==> src/rtl/bcd_pkg.sv <==
// Shared constants for the BCD digit adder and its binary add/correction stages.
package bcd_pkg;

  localparam int unsigned BCD_W    = 4;
  localparam logic [3:0]  BCD_MAX  = 4'd9;
  localparam logic [3:0]  BCD_CORR = 4'b0110;
  localparam logic [3:0]  BCD_ZERO = 4'b0000;

endpackage : bcd_pkg

==> src/rtl/mux_4b.sv <==
// Combinational 2:1 operand mux feeding the adder's second operand.
module mux_4b
  import bcd_pkg::*;
#(
  parameter int unsigned W = BCD_W
) (
  input  logic [W-1:0] in0,
  input  logic [W-1:0] in1,
  input  logic         sel,
  output logic [W-1:0] out
);

  always_comb begin
    out = sel ? in1 : in0;
  end

endmodule : mux_4b

==> src/rtl/full_adder_4b_core.sv <==
// Registered 4-bit adder: y/co = a + (sel ? b1 : b0) + ci, one cycle latency.
module full_adder_4b_core
  import bcd_pkg::*;
#(
  parameter int unsigned WIDTH = BCD_W
) (
  input  logic             clk,
  input  logic             rst_n,
  input  logic             in_valid,
  input  logic [WIDTH-1:0] a,
  input  logic [WIDTH-1:0] b0,
  input  logic [WIDTH-1:0] b1,
  input  logic             sel,
  input  logic             ci,
  output logic             out_valid,
  output logic [WIDTH-1:0] y,
  output logic             co
);

  logic [WIDTH-1:0] m;
  logic [WIDTH-1:0] s;
  logic [WIDTH:0]   c;

  mux_4b #(.W(WIDTH)) u_mux (
    .in0 (b0),
    .in1 (b1),
    .sel (sel),
    .out (m)
  );

  assign c[0] = ci;

  // Ripple chain; c[WIDTH] is the carry-out, so the full sum never loses a bit.
  for (genvar i = 0; i < WIDTH; i++) begin : g_fa
    assign s[i]   = a[i] ^ m[i] ^ c[i];
    assign c[i+1] = (a[i] & m[i]) | (c[i] & (a[i] ^ m[i]));
  end

  always_ff @(posedge clk or negedge rst_n) begin
    if (!rst_n) begin
      out_valid <= 1'b0;
      y         <= '0;
      co        <= 1'b0;
    end else begin
      out_valid <= in_valid;
      if (in_valid) begin
        y  <= s;
        co <= c[WIDTH];
      end
    end
  end

endmodule : full_adder_4b_core

==> config.mk <==
export PLATFORM = sky130hd
export DESIGN_NAME = full_adder_4b_core
export DESIGN_NICKNAME = d
export VERILOG_FILES = /design/src/rtl/bcd_pkg.sv /design/src/rtl/mux_4b.sv /design/src/rtl/full_adder_4b_core.sv
export SDC_FILE = /design/constraint.sdc
export NUM_CORES = 1
export LEC_CHECK = 0
export ABC_AREA = 1
export CORE_AREA = 5 5 42 44
export CTS_CLUSTER_SIZE = 30
export DETAILED_ROUTE_END_ITERATION = 10
export DIE_AREA = 0 0 47 49
export PLACE_DENSITY_LB_ADDON = 0.05
export REMOVE_ABC_BUFFERS = 1
export SLEW_MARGIN = 20
export SYNTH_ARGS = -nofsm -noshare
export SYNTH_HDL_FRONTEND = slang
export SYNTH_SLANG_ARGS = --single-unit
==> constraint.sdc <==
create_clock -name clk -period 1.35 [get_ports clk]
set_input_delay 0.27 -clock clk [delete_from_list [all_inputs] [get_ports clk]]
set_output_delay 0.27 -clock clk [all_outputs]
set_load 0.05 [all_outputs]
==> summary.txt <==
STA
  – Final setup fails: 3
  – Final worst setup slack: -515 ps
  – Slew headroom: 82.7%
  – Post-Route Skew: 0 ps
  – Unrepaired setup endpoints after global routing: true
  – Fin crit share: 138%
  – Hold Vio Cnt, Final: 0
  – Max Clk Rate: 536 MHz
  – Max-slew violations: 0
  – Minimum clock period: 1860 ps
  – Worst slew pin tran: 259 ps

Cells and area
  – Layout Utilization: 52.4%
  – Non-Filler Cell Area, Final: 734 sq um
  – Ratio of cells with drive above 1 in the final layout: 36.7%
  – Area grow syn2layout: 91.2%
  – # diodes: 0
  – Final Net Count: 102

Routing
  – First-pass detailed-route iteration total: 1
  – DRC: 0
  – Vias per inst: 3.79
  – Routed len/inst: 8.32 microns
  – Vias: 360
  – Routed wire length: 790 microns
  – Iteration-0 DRC Markers: 0
  – Routed Antenna Nets: 0

Critical path
  – CP Cell Sequence: buf_2 > nand2_2 > nand2_2 > fa_2 > inv_2 > fa_2 > inv_2 > fa_2 > inv_2 > fa_1 > inv_1 > nand2_1 > nand2_1
  – CP Max Fanout: 1
  – Worst r2r src: y[1]
  – R2R cell count: 2
  – Crit. path cell count: 13
  – Kind of critical path: primary input to flip-flop
  – Worst R2R End: y[1]
  – Setup slack, reg-to-reg: 720 ps
  – Slowest cell on crit path: fa_1
  – Crit-path max cell delay: 390 ps
  – Worst setup SP type: primary input
  – WP data arrival: 2040 ps
  – WP buf/inv: 5
  – Worst EP required: 1530 ps
  – Worst setup startpoint: b1[0]
  – Crit path to: y[3]
  – Critical Path End Type: flip-flop
  – Delay-heaviest family, CP: adder cells

Global routing
  – Total global-route track usage: 8.11%
  – Grt ovf: 0
  – Largest net degree at the start of global routing: 7
  – Vias in the first global route: 334
  – First-pass GRT wire length: 1.30 mm
  – Initial antenna violation count: 0

Synth
  – Post-synth EDFFs: 0
  – Average size of a mapped cell: 7.53 sq um
  – Synthesized area: 384 sq um
  – FF+latch count, synth: 6
  – Yosys top cell area share: 39.1%
  – Syn. warnings: 0
  – Top_reg_cell synth: dfrtp_1
  – Synth top area cells: dfrtp_1 (39%), nand2_1 (26%), fa_1 (21%)
  – FFs w/ async S/R, synth: 100%
  – Distinct cells, synth: 5
  – Cells after Synth: 51
  – Synth cell count leaders: nand2_1 (27), inv_1 (13), dfrtp_1 (6)
  – Leading area contributor after synthesis: dfrtp_1
  – Sequential area share after synthesis: 39.1%
  – Most common cell in the netlist: nand2_1

Die
  – Core footprint: 0.00140 sq mm
  – Initial Util: 27.4%
  – Area of the die: 0.00230 sq mm
  – Vert. Die Dim: 49 microns
  – Row Count: 14
  – IO Pins: 23
  – Die Width: 47 microns

CTS
  – Clock sink count: 6
  – Setup Buffers After CTS: 0
  – Clock root buffer: clkbuf_4
  – CTS buffer count: 3
  – Max Root-Sink Buffers: 2
  – Hold_buf cts: 0
  – Clock Latency Late Sink: 240 ps
  – CTS tree: done
  – CTS clk-pin slew, worst paths: 40 ps
  – H-tree levels: 1

Place
  – GPL Wtd Cong: 0.654
  – IO Port Bufs: 22
  – Cell Area, Placed: 707 sq um
  – Post-DP HPWL: 661 microns

Power
  – Static leakage: 0.402 nW
  – Pwr per Cell Area: 1050 mW/mm^2
  – Worst vdd ir: 0.000278 V

Run status
  – Failing checks: setup timing
  – Status: finished, violations left

Worst hold path
  – Worst Hold Class: primary input to async pin

Run
  – Max-Cap Viols: 0
[worst min path at each step]
stage	from	to	slack, ps	cells past startpoint
final	rst_n	out_valid	270	1
after global routing	rst_n	out_valid	290	1
after CTS	rst_n	y[0]	260	1
after detailed placement	rst_n	y[0]	520	1
after global placement	y[3]	y[3]	520	2
after floorplan	rst_n	co	-30	0
[flip-flops by register name (all words and copies together) (netlist names)]
register,flops
co,1
out_valid,1
y,4
[layout make-up]
class | count | area [sq um]
Multi-Input combinational cell | 31 | 196
Tap cell | 16 | 20.0
Clock buffer | 3 | 22.5
Timing Repair Buffer | 25 | 290
Inverter | 14 | 55.1
Sequential cell | 6 | 150
Fill cell | 152 | 667
[placed cells by master (no fill, tap or decap)]
master / Yosys / layout
buf_12: 0 / 6
buf_2: 0 / 2
buf_4: 0 / 3
buf_6: 0 / 1
buf_8: 0 / 1
clkbuf_2: 0 / 1
clkbuf_4: 0 / 3
clkdlybuf4s50_1: 0 / 8
dfrtp_1: 6 / 6
dlygate4sd2_1: 0 / 3
fa_1: 4 / 1
fa_2: 0 / 3
inv_1: 13 / 8
inv_2: 1 / 5
inv_4: 0 / 1
nand2_1: 27 / 24
nand2_2: 0 / 3
[per-layer routing]
| layer | GRT usage (%) | part of all wire [%] | vias up |
|---|---|---|---|
| li1 | - | - | 195 |
| met2 | 12.7 | 52 | 19 |
| met1 | 8.39 | 34 | 144 |
| met3 | 2.21 | 13 | 2 |
| met5 | 0 | 0 | - |
| met4 | 6.91 | 0.89 | 0 |
[power breakdown]
part           switching [W]  internal, W  leakage, nW
logic               0.000183     0.000189        0.316
registers          0.0000304     0.000210       0.0725
clock network      0.0000583     0.000100       0.0138
total               0.000272     0.000499        0.402
[cells by family after synthesis]
kind of cell	Yosys count	share of synthesized area (%)
flip-flops	6	39.1
buffers and inverters	14	13.7
AND/OR/NAND/NOR	27	26.4
adder cells (fa/ha/maj)	4	20.8
[through the flow]
stage	std cells	total power (W)	hold slack, ps	TNS, ps	setup slack (ps)
floorplan	51	0.000400	-25.6	-1530	-676
global placement	92	0.000612	519	-4250	-1300
detailed placement	92	0.000614	520	-4320	-1310
CTS	95	0.000786	263	-1220	-566
global route	95	0.000823	291	-1330	-589
finish	95	0.000771	267	-1110	-515
[timing repair]
action / 4_1_cts / 5_1_grt
pin swaps: 10 / 8
cloned: 0 / 0
endpoints found under the setup margin: 5 / 4
resized for setup: 29 / 6
Power figures use the tool's default switching activity.
